$ cat src/rtl/vga_sync_generator.sv
// VGA raster timing generator: horizontal/vertical counters with registered, zero-skew
// sync, active-video and line/frame start outputs, gated by a pixel-rate enable.
module vga_sync_generator #(
   parameter int   H_ACTIVE  = 640,
   parameter int   H_FP      = 16,
   parameter int   H_SYNC    = 96,
   parameter int   H_BP      = 48,
   parameter int   V_ACTIVE  = 480,
   parameter int   V_FP      = 10,
   parameter int   V_SYNC    = 2,
   parameter int   V_BP      = 33,
   parameter logic HSYNC_POL = 1'b0,
   parameter logic VSYNC_POL = 1'b0,
   parameter int   CNT_W     = 12
) (
   input  logic             clk,
   input  logic             resetN,
   input  logic             pixelEn,
   input  logic             enable,
   output logic [CNT_W-1:0] hCount,
   output logic [CNT_W-1:0] vCount,
   output logic             hSync,
   output logic             vSync,
   output logic             videoActive,
   output logic             lineStart,
   output logic             frameStart
);

   localparam int H_TOTAL = H_ACTIVE + H_FP + H_SYNC + H_BP;
   localparam int V_TOTAL = V_ACTIVE + V_FP + V_SYNC + V_BP;

   localparam logic [CNT_W-1:0] H_LAST     = CNT_W'(H_TOTAL - 1);
   localparam logic [CNT_W-1:0] V_LAST     = CNT_W'(V_TOTAL - 1);
   localparam logic [CNT_W-1:0] H_ACT_END  = CNT_W'(H_ACTIVE);
   localparam logic [CNT_W-1:0] V_ACT_END  = CNT_W'(V_ACTIVE);
   localparam logic [CNT_W-1:0] H_SYNC_BEG = CNT_W'(H_ACTIVE + H_FP);
   localparam logic [CNT_W-1:0] H_SYNC_END = CNT_W'(H_ACTIVE + H_FP + H_SYNC);
   localparam logic [CNT_W-1:0] V_SYNC_BEG = CNT_W'(V_ACTIVE + V_FP);
   localparam logic [CNT_W-1:0] V_SYNC_END = CNT_W'(V_ACTIVE + V_FP + V_SYNC);

   logic [CNT_W-1:0] h_next;
   logic [CNT_W-1:0] v_next;
   logic             h_wrap;
   logic             hs_next;
   logic             vs_next;
   logic             va_next;
   logic             ls_next;
   logic             fs_next;

   // The idle position is the frame's last pixel, so dropping enable simply forces the
   // next position there; restarting then falls out of the ordinary wrap to (0,0).
   always_comb begin
      // NOTE: every signal gets a default at the top so no path can leave it unassigned
      // and infer a latch.
      h_wrap = (hCount == H_LAST);
      h_next = h_wrap ? '0 : hCount + CNT_W'(1);
      v_next = vCount;
      if (h_wrap) begin
         v_next = (vCount == V_LAST) ? '0 : vCount + CNT_W'(1);
      end
      if (!enable) begin
         h_next = H_LAST;
         v_next = V_LAST;
      end

      hs_next = ((h_next >= H_SYNC_BEG) && (h_next < H_SYNC_END)) ? HSYNC_POL : ~HSYNC_POL;
      vs_next = ((v_next >= V_SYNC_BEG) && (v_next < V_SYNC_END)) ? VSYNC_POL : ~VSYNC_POL;
      va_next = (h_next < H_ACT_END) && (v_next < V_ACT_END);
      ls_next = (h_next == '0);
      fs_next = (h_next == '0) && (v_next == '0);
   end

   // Decodes are taken from the next position so outputs line up with the counters.
   always_ff @(posedge clk or negedge resetN) begin
      // NOTE: sequential state uses non-blocking assignments so every register samples
      // pre-edge values regardless of statement order.
      if (!resetN) begin
         hCount      <= H_LAST;
         vCount      <= V_LAST;
         hSync       <= ~HSYNC_POL;
         vSync       <= ~VSYNC_POL;
         videoActive <= 1'b0;
         lineStart   <= 1'b0;
         frameStart  <= 1'b0;
      end else if (pixelEn) begin
         hCount      <= h_next;
         vCount      <= v_next;
         hSync       <= hs_next;
         vSync       <= vs_next;
         videoActive <= va_next;
         lineStart   <= ls_next;
         frameStart  <= fs_next;
      end
   end

endmodule

$ cat config.mk
export PLATFORM = sky130hd
export DESIGN_NAME = vga_sync_generator
export DESIGN_NICKNAME = d
export VERILOG_FILES = /design/src/rtl/vga_sync_generator.sv
export SDC_FILE = /design/constraint.sdc
export NUM_CORES = 1
export LEC_CHECK = 0
export ABC_CLOCK_PERIOD_IN_PS = 7300
export BUFFER_PORTS_ARGS = -buffer_cell sky130_fd_sc_hd__clkbuf_2
export CORE_MARGIN = 2
export CORE_UTILIZATION = 35
export CTS_BUF_LIST = sky130_fd_sc_hd__clkbuf_16
export DETAILED_ROUTE_END_ITERATION = 8
export SYNTH_ARGS = -nofsm -noshare
export SYNTH_HDL_FRONTEND = slang
export SYNTH_SLANG_ARGS = --single-unit
$ cat constraint.sdc
create_clock -name clk -period 7.3 [get_ports clk]
set_clock_uncertainty 0.1 [all_clocks]
set_input_delay 1.46 -clock clk [delete_from_list [all_inputs] [get_ports clk]]
set_output_delay 1.46 -clock clk [all_outputs]
set_load 0.005 [all_outputs]
==> run summary, run 1 <==
Synthesized instance count: 248
Count of different cell masters after synthesis: 59
Critical Path Source Type: register
#FFs+latches synth: 29
Cts repair resizes: 0
Core Footprint: 5850 µm²
Die area: 6650 µm²
Clk_lat worst skew: 0.27 ns
RePlAce Congestion: 0.883
Num rows: 28
Crit path top cell by count: a21oi_1
Min-delay worst type: register to register
DP HPWL: 4.08 mm
Worst-path cell chain: ha_1, and4_1, nand3_1, or3_1, a21oi_1, a21oi_1, a211o_1, o32a_1
Yosys warnings: 0
H-tree depth: 2
Worst EP required: 7.40 ns
Multi-input gate area: 1260 µm²
Total leakage power: 0.00102 µW
Initial DRT Pass Iterations: 5
Hold_buf cts: 0
Crit path buf inv count: 0
Nets: 278
Setup WS pre-CTS: 3.93 ns
Crit. End Element: register
Async SR Flop Fraction: 100%
CP max stage delay: 0.57 ns
Maxcap violations: 0
Tot Pwr: 823 µW
Initial antenna violation count: 0
Fmax: 315 MHz
Critical path's top delay family: simple AND/OR/NAND/NOR gates
Number of synthesized flops with an enable pin: 0
Unrepaired setup endpoints after global routing: no
Worst slew pin tran: 0.744 ns
Area delta synth->final: 16.2%
Max_slew headroom: 50.4%
Antenna cells: 0
CP max stage cell: dfstp_2
Post-CTS Setup Bufs: 0
Root Driver: clkbuf_16
Per-cell routed wire length: 16.6 µm
Worst vdd ir: 0.160 mV
Status: finished, final reports clean
Max-slew violations: 0
Number of global-route vias before repair: 1760
CTS Sinks: 29
Worst Path Arrival: 3.28 ns
Final WL: 5.78 mm
PortBufs: 32
Sequential area share after synthesis: 35.2%
Vias per cell: 5.87
Initial Util: 35.9%
DR vias: 2037
Fill cells: 595
Minimum clock period: 3.18 ns
First-pass GRT wire length: 9.32 mm
Storage cell area: 741 µm²
Syn_area_per_cell: 8.48 µm²
Setup_tns: 0 ns
Clk slew on worst S/H paths: 0.06 ns
Maximum buffer depth of the clock tree: 2
Layout cells sized above 1: 24.6%
DRC Markers: 0
WS Path Type: register to register
CTS buffer count: 5
Final period util: 43.5%
Largest net degree at the start of global routing: 35
PD cells: 337 nW/µm²
Total gr overflow: 0
# setup viols final: 0
Cell Count, Final, Fillers Out: 347
Maximum fanout along the worst path: 14
Detail Route Antenna Nets: 0
Util after Layout: 41.8%
Synth Net Count: 255
Main synth FF type: dfrtp_1
DIE HEIGHT: 81.5 µm
GRT Util Overall: 18.3%
Cell Area, Synth: 2100 µm²
Iteration-0 DRC Markers: 213
Total I/O pin count: 33
Die Wd: 81.5 µm
Final worst-path setup slack: 4.12 ns
Final Hold Viols: 0
DP Cell Count: 339
CTS tree: built
[layer usage]
layer / track usage (%) / vias to the layer above / part of all wire (%)
li1: - / 969 / -
met1: 26.7 / 998 / 46
met2: 27.9 / 62 / 47
met3: 3.08 / 8 / 4.8
met4: 4.92 / 0 / 1.5
met5: 0 / - / 0
[registers in the layout, indices dropped and copies added (netlist names)]
| signal | count |
|---|---|
| lineStart | 1 |
| videoActive | 1 |
| vCount | 12 |
| hSync | 1 |
| frameStart | 1 |
| vSync | 1 |
| hCount | 12 |
[cells by family (layout without fill, tap and decap cells)]
group           count (synthesis)  count (layout)  synth area share [%]
compound gates                 62              62                  21.2
xor+xnor                       14              14                  5.83
fa+ha+maj                       3               3                  1.78
buf+inv                        23              47                  4.82
flops                          29              29                  35.2
mux                             5               5                  2.62
simple gates                  112             112                  28.6
[power by group]
| part | leakage (µW) | total, µW | switching [µW] | internal [µW] |
|---|---|---|---|---|
| Sequential | 0.000363 | 260 | 56.9 | 203 |
| Combinational | 0.000575 | 334 | 199 | 135 |
| Clock | 0.0000826 | 229 | 70.5 | 158 |
| Total | 0.00102 | 823 | 327 | 497 |
[worst reg2reg max path: cells and delay by family, from the launching register on]
family / cells / cell delay [ns]
and+or+nand+nor: 3 / 1.40
adders and majority gates: 1 / 0.26
DFF: 1 / 0.57
AOI/OAI and AO/OA: 4 / 0.76
[layout make-up]
| cell class | count | area share, % |
|---|---|---|
| repair buffers | 32 | 6.55 |
| flip-flops and latches | 29 | 30.3 |
| well taps | 75 | 3.84 |
| clock buffers | 5 | 5.12 |
| clock inverters | 3 | 1.54 |
| multi-input cells | 196 | 51.6 |
| inverters | 7 | 1.07 |
[stage by stage]
step / area (µm²) / hold WS (ns)
2_1_floorplan: 2100 / 0.376
3_3_place_gp: 2280 / 0.394
3_5_place_dp: 2280 / 0.384
4_1_cts: 2440 / 0.407
5_1_grt: 2440 / 0.435
6_report: 2440 / 0.402
[Yosys cell counts (all sizes together) (2+ instances only)]
library cell / instances / area [µm²]
a21oi: 6 / 30.0
a22o: 4 / 35.0
a31oi: 4 / 25.0
and2: 2 / 12.5
and3: 7 / 43.8
and4: 3 / 26.3
buf: 8 / 45.0
clkbuf: 8 / 30.0
dfrtp: 17 / 425
dfstp: 12 / 315
ha: 3 / 37.5
inv: 7 / 26.3
mux2: 4 / 45.0
nand2: 39 / 146
nand3: 11 / 55.1
nand4: 4 / 40.0
nor2: 14 / 52.6
nor2b: 3 / 18.8
nor3: 12 / 65.1
nor4: 5 / 37.5
o211ai: 2 / 15.0
o21a: 3 / 22.5
o21ai: 18 / 90.1
o22a: 2 / 17.5
o2bb2ai: 2 / 17.5
o31ai: 5 / 37.5
o41ai: 5 / 51.3
or2: 3 / 18.8
or3: 2 / 17.5
or4b: 2 / 20.0
xnor2: 10 / 87.6
xor2: 4 / 35.0
[path summary, 6_finish.rpt]
check                          start        end  slack [ns]  cells after the start
setup / recovery           hCount[0]      vSync        4.12                      8
hold reg to reg                hSync      hSync        0.40                      2
setup reg to reg           hCount[0]      vSync        4.12                      8
max in group asynchronous     resetN  hCount[6]        5.48                      1
hold / removal                 hSync      hSync        0.40                      2
min in group asynchronous     resetN  vCount[6]        1.14                      1
[cells in the final DEF, fill, tap and decap left out, types with 2 or more instances in the layout]
master / instances
nor2_1: 14
and4_1: 3
or2_2: 2
o31ai_1: 5
a31oi_1: 4
dfrtp_1: 17
a21oi_1: 6
clkbuf_2: 32
dfstp_2: 12
nor3_1: 11
nand2_1: 39
o21ai_0: 18
ha_1: 3
o2bb2ai_1: 2
o21a_1: 3
o41ai_1: 4
xor2_1: 4
nand4_1: 3
nand3_1: 11
xnor2_1: 10
clkbuf_16: 5
o211ai_1: 2
mux2_2: 4
nor2b_1: 3
and3_1: 7
and2_1: 2
nor4_1: 4
o22a_1: 2
inv_1: 7
a22o_1: 4
(Power assumes the default switching activity.)
==> run 2, diff against run 1 <==
--- a/config.mk
+++ b/config.mk
@@ -5,7 +5,7 @@
 export SDC_FILE = /design/constraint.sdc
 export NUM_CORES = 1
 export LEC_CHECK = 0
-export ABC_CLOCK_PERIOD_IN_PS = 7300
+export ABC_CLOCK_PERIOD_IN_PS = 3200
 export BUFFER_PORTS_ARGS = -buffer_cell sky130_fd_sc_hd__clkbuf_2
 export CORE_MARGIN = 2
 export CORE_UTILIZATION = 35
==> constraint.sdc (replaced) <==
create_clock -name clk -period 3.2 [get_ports clk]
set_clock_uncertainty 0.1 [all_clocks]
set_input_delay 0.64 -clock clk [delete_from_list [all_inputs] [get_ports clk]]
set_output_delay 0.64 -clock clk [all_outputs]
set_load 0.005 [all_outputs]
==> run 2 against run 1 <==
Via count down 0.20%. Cell area up 2.4%. Core utilization up 0.98 points. First-iteration DRC count down 5.2%. Flip-flop and latch count unchanged. Critical path depth unchanged. Sequential share of layout area down 0.70 points. Cell count up 1.2%. Critical path type unchanged.
==> run summary, run 2 (synthesized netlist as in run 1, its figures left out) <==
Final period util: 90.7% (was 43.5%)
Fmax: 344 MHz (was 315 MHz)
Worst slew pin tran: 0.727 ns (was 0.744 ns)
PD cells: 801 nW/µm² (was 337 nW/µm²)
Max_slew headroom: 51.5% (was 50.4%)
Die Wd: 81.5 µm (unchanged)
# setup viols final: 0 (unchanged)
Max-slew violations: 0 (unchanged)
Total I/O pin count: 33 (unchanged)
H-tree depth: 2 (unchanged)
Largest net degree at the start of global routing: 30 (was 35)
Clk_lat worst skew: 0.28 ns (was 0.27 ns)
Storage cell area: 741 µm² (unchanged)
Unrepaired setup endpoints after global routing: no (unchanged)
First-pass GRT wire length: 9.55 mm (was 9.32 mm)
Vias per cell: 5.79 (was 5.87)
Iteration-0 DRC Markers: 202 (was 213)
DP HPWL: 4.23 mm (was 4.08 mm)
Critical Path Source Type: register (unchanged)
Detail Route Antenna Nets: 0 (unchanged)
Initial antenna violation count: 0 (unchanged)
Initial Util: 35.9% (unchanged)
Antenna cells: 0 (unchanged)
GRT Util Overall: 19.0% (was 18.3%)
CTS Sinks: 29 (unchanged)
Largest registers: hCount x12, vCount x12 (unchanged)
Final WL: 5.86 mm (was 5.78 mm)
Total leakage power: 0.00105 µW (was 0.00102 µW)
Multi-input gate area: 1260 µm² (unchanged)
Clk slew on worst S/H paths: 0.05 ns (was 0.06 ns)
Core Footprint: 5850 µm² (unchanged)
WS Path Type: register to register (unchanged)
Hold_buf cts: 0 (unchanged)
Die area: 6650 µm² (unchanged)
DIE HEIGHT: 81.5 µm (unchanged)
CTS tree: built (unchanged)
Setup_tns: 0 ns (unchanged)
DR vias: 2033 (was 2037)
PortBufs: 32 (unchanged)
Fill cells: 572 (was 595)
Most common cell after layout, fill and taps aside: nand2_1 (unchanged)
Initial DRT Pass Iterations: 4 (was 5)
Root Driver: clkbuf_16 (unchanged)
Post-CTS Setup Bufs: 0 (unchanged)
Worst Path Arrival: 2.97 ns (was 3.28 ns)
Cell area after layout: 2500 µm² (was 2440 µm²)
Nets: 282 (was 278)
Number of global-route vias before repair: 1845 (was 1760)
Most frequent cells in the layout: nand2_1 (39), clkbuf_2 (32), o21ai_0 (18) (unchanged)
Cts repair resizes: 0 (unchanged)
Area delta synth->final: 19.0% (was 16.2%)
Total gr overflow: 0 (unchanged)
DRC Markers: 0 (unchanged)
Maxcap violations: 0 (unchanged)
Area of placed instances: 2310 µm² (was 2280 µm²)
Layout cells sized above 1: 26.4% (was 24.6%)
RePlAce Congestion: 0.879 (was 0.883)
Maximum buffer depth of the clock tree: 2 (unchanged)
Maximum fanout along the worst path: 9 (was 14)
Final Hold Viols: 0 (unchanged)
CTS buffer count: 5 (unchanged)
Num rows: 28 (unchanged)
Crit. End Element: register (unchanged)
Status: finished, final reports clean (unchanged)
Worst vdd ir: 0.273 mV (was 0.160 mV)
Minimum clock period: 2.90 ns (was 3.18 ns)
Worst EP required: 3.27 ns (was 7.40 ns)
Per-cell routed wire length: 16.7 µm (was 16.6 µm)
Min-delay worst type: input port to async pin (was register to register)
==> run 2: changes by cell type in the layout (fill, tap and decap cells not counted), sizes merged <==
cell	before	now
buf	0	4
bufinv	1	2
inv	8	7
==> run 2: area by class of cell <==
type,count,share of cell area (%)
clock buffers,5,5.00
clock inverters,3,2.60
inverters,7,1.05
multi-input cells,196,50.4
flip-flops and latches,29,29.6
well taps,75,3.75
repair buffers,36,7.60
==> run 2: stage by stage <==
step	util, %	setup slack, ns	power (µW)	std cells	hold WS (ns)
6_report	42.8	0.296	2000	351	0.310
5_1_grt	42.8	0.0889	2140	351	0.381
4_1_cts	42.8	0.283	2000	351	0.350
3_5_place_dp	39.5	0.319	1380	343	0.392
3_3_place_gp	39.5	0.367	1380	343	0.386
2_1_floorplan	-	0.615	1130	248	0.244
==> run 2: final timing paths <==
path,from,end,slack (ns),cells after the start
max,hCount[0],frameStart,0.30,8
min in group clk,frameStart,frameStart,0.40,2
max in group asynchronous,resetN,vCount[11],2.22,1
max reg2reg,hCount[0],frameStart,0.30,8
min,resetN,vCount[8],0.31,1
min reg2reg,frameStart,frameStart,0.40,2
==> run 2: worst max-delay path, stage by stage, from the launching register on <==
cell and delay [ns]:
dfstp_2 0.57, ha_1 0.27, and4_1 0.38, and3_1 0.43
nand3_1 0.13, o311ai_0 0.17, o31a_2 0.26, o2111ai_2 0.14
o41ai_2 0.35
==> run 2: power by group <==
part	switching [µW]	internal, µW	leakage (µW)
Sequential	116	464	0.000363
Combinational	476	332	0.000594
Clock	171	444	0.0000938
Total	762	1240	0.00105
==> run 2: per-layer routing <==
layer / global-route usage, % / part of all wire (%)
met3: 3.63 / 5.7
met4: 8.14 / 1.8
met5: 0 / 0
met2: 27.9 / 47
met1: 27.0 / 46
==> run 3, diff against run 2 <==
--- a/config.mk
+++ b/config.mk
@@ -7,10 +7,12 @@
 export LEC_CHECK = 0
 export ABC_CLOCK_PERIOD_IN_PS = 3200
 export BUFFER_PORTS_ARGS = -buffer_cell sky130_fd_sc_hd__clkbuf_2
+export CORE_ASPECT_RATIO = 1.2
 export CORE_MARGIN = 2
-export CORE_UTILIZATION = 35
+export CORE_UTILIZATION = 57
 export CTS_BUF_LIST = sky130_fd_sc_hd__clkbuf_16
 export DETAILED_ROUTE_END_ITERATION = 8
+export PLACE_DENSITY = 0.8
 export SYNTH_ARGS = -nofsm -noshare
 export SYNTH_HDL_FRONTEND = slang
 export SYNTH_SLANG_ARGS = --single-unit
==> run 3 against run 2 <==
Global-route usage up 9.7 points. Via count down 1.9%. Count of clock-buffer cells in the layout unchanged. Largest cell class unchanged. Largest power group unchanged. Highest routed layer unchanged.
==> run summary, run 3 (synthesized netlist as in run 1, its figures left out) <==
Nets: 283 (was 282)
Layout cells sized above 1: 26.0% (was 26.4%)
Num rows: 24 (was 28)
Clock network power share: 23.8% (was 30.7%)
PD cells: 763 nW/µm² (was 801 nW/µm²)
Status: finished, final reports clean (unchanged)
Most common cell after layout, fill and taps aside: nand2_1 (unchanged)
Worst R2R Setup Slack: 0.29 ns (was 0.30 ns)
Worst slew pin tran: 0.767 ns (was 0.727 ns)
CP max stage cell: dfstp_2 (unchanged)
Area of placed instances: 2270 µm² (was 2310 µm²)
Hold_buf cts: 0 (unchanged)
Die area: 4190 µm² (was 6650 µm²)
Worst EP required: 3.30 ns (was 3.27 ns)
NetSw: 757 µW (was 762 µW)
Cell area after layout: 2410 µm² (was 2500 µm²)
Final worst-path setup slack: 0.290 ns (was 0.296 ns)
Gate power share: 44.7% (was 40.3%)
CTS buffer count: 5 (unchanged)
DP HPWL: 3.95 mm (was 4.23 mm)
Largest net degree at the start of global routing: 30 (unchanged)
Root Driver: clkbuf_16 (unchanged)
Clk_lat worst skew: 0.27 ns (was 0.28 ns)
Initial Util: 58.9% (was 35.9%)
Power Internal: 1080 µW (was 1240 µW)
Final period util: 90.9% (was 90.7%)
Critical Path Source Type: register (unchanged)
Maximum fanout along the worst path: 8 (was 9)
Minimum clock period: 2.91 ns (was 2.90 ns)
Vias per cell: 6.31 (was 5.79)
CTS tree: built (unchanged)
Largest registers: hCount x12, vCount x12 (unchanged)
Final Hold Viols: 0 (unchanged)
CTS Sinks: 29 (unchanged)
Core Footprint: 3570 µm² (was 5850 µm²)
WS Path Type: register to register (unchanged)
Area delta synth->final: 14.7% (was 19.0%)
DRC Markers: 0 (unchanged)
Detail Route Antenna Nets: 0 (unchanged)
Worst-path cell chain: ha_1, and4_1, nand2_1, or2_1, nor4_2, o31a_2, o2111ai_2, o32a_1 (was ha_1, and4_1, and3_1, nand3_1, o311ai_0, o31a_2, o2111ai_2, o41ai_2)
Max_slew headroom: 48.8% (was 51.5%)
Final WL: 5.62 mm (was 5.86 mm)
Most frequent cells in the layout: nand2_1 (39), clkbuf_2 (32), o21ai_0 (18) (unchanged)
Setup_tns: 0 ns (unchanged)
Number of global-route vias before repair: 1883 (was 1845)
Total leakage power: 0.00103 µW (was 0.00105 µW)
Crit path buf inv count: 0 (unchanged)
Iteration-0 DRC Markers: 156 (was 202)
RePlAce Congestion: 0.943 (was 0.879)
Cts repair resizes: 0 (unchanged)
Initial antenna violation count: 0 (unchanged)
Worst Path Arrival: 3.01 ns (was 2.97 ns)
First-pass GRT wire length: 9.14 mm (was 9.55 mm)
Die Wd: 59.5 µm (was 81.5 µm)
Worst vdd ir: 0.424 mV (was 0.273 mV)
Fmax: 344 MHz (about the same)
DP Cell Count: 308 (was 343)
Crit. End Element: register (unchanged)
H-tree depth: 2 (unchanged)
Sequential power share: 31.5% (was 29.0%)
GRT Util Overall: 28.7% (was 19.0%)
Total gr overflow: 0 (unchanged)
Clk slew on worst S/H paths: 0.05 ns (about the same)
Per-cell routed wire length: 17.8 µm (was 16.7 µm)
Maximum buffer depth of the clock tree: 2 (unchanged)
Unrepaired setup endpoints after global routing: no (unchanged)
DR vias: 1995 (was 2033)
Maxcap violations: 0 (unchanged)
# setup viols final: 0 (unchanged)
Post-CTS Setup Bufs: 0 (unchanged)
Antenna cells: 0 (unchanged)
Setup WS pre-CTS: 0.313 ns (was 0.319 ns)
Critical path's top delay family: simple AND/OR/NAND/NOR gates (unchanged)
Max-slew violations: 0 (unchanged)
PortBufs: 32 (unchanged)
Total I/O pin count: 33 (unchanged)
Cell Count, Final, Fillers Out: 316 (was 351)
CP max stage delay: 0.58 ns (was 0.57 ns)
Switching Share: 41.1% (was 38.1%)
Initial DRT Pass Iterations: 4 (unchanged)
DIE HEIGHT: 70.5 µm (was 81.5 µm)
Tot Pwr: 1840 µW (was 2000 µW)
Min-delay worst type: input port to async pin (unchanged)
[run 3: changes by cell type in the layout (fill, tap and decap cells not counted), sizes merged]
cell,change
clkinv,+2
bufinv,-2
buf,+1
[run 3: worst register-to-register path, delay by kind of cell, from the launching register on]
| family | cells | cell delay (ns) |
|---|---|---|
| AOI/OAI and AO/OA | 3 | 0.76 |
| adders and majority gates | 1 | 0.27 |
| DFF | 1 | 0.58 |
| and+or+nand+nor | 4 | 1.12 |
[run 3: per-layer routing]
layer  wire length (µm)  global-route usage, %
met1               2430                   38.9
met2               2850                   45.3
met3                239                   5.30
met4                 97                   10.4
met5                  0                      0
[run 3: final cells by class]
class,count,area (µm²)
clock buffers,5,125
clock inverters,3,12.5
fillers,289,1160
inverters,7,26.3
multi-input cells,196,1260
flip-flops and latches,29,741
well taps,39,48.8
repair buffers,37,198
[run 3: path summary, 6_finish.rpt]
check	endpoint	startpoint	cells after the start
max	vSync	hCount[0]	8
min	vCount[7]	resetN	1
max reg2reg	vSync	hCount[0]	8
min reg2reg	frameStart	frameStart	2
max in group asynchronous	lineStart	resetN	1
min in group clk	frameStart	frameStart	2
[run 3: power groups by stage]
| stage | Sequential [µW] | Clock [µW] | Combinational, µW |
|---|---|---|---|
| finish | 580 | 439 | 823 |
| global route | 592 | 459 | 906 |
| CTS | 575 | 448 | 810 |
| floorplan | 550 | 0 | 577 |
| global placement | 577 | 0 | 795 |
| detailed placement | 580 | 0 | 802 |
[run 3: stage by stage]
step           util, %  hold WS [ns]
3_5_place_dp      63.7         0.372
3_3_place_gp      63.7         0.380
6_report          67.5         0.330
5_1_grt           67.5         0.382
4_1_cts           67.5         0.346
2_1_floorplan        -         0.244
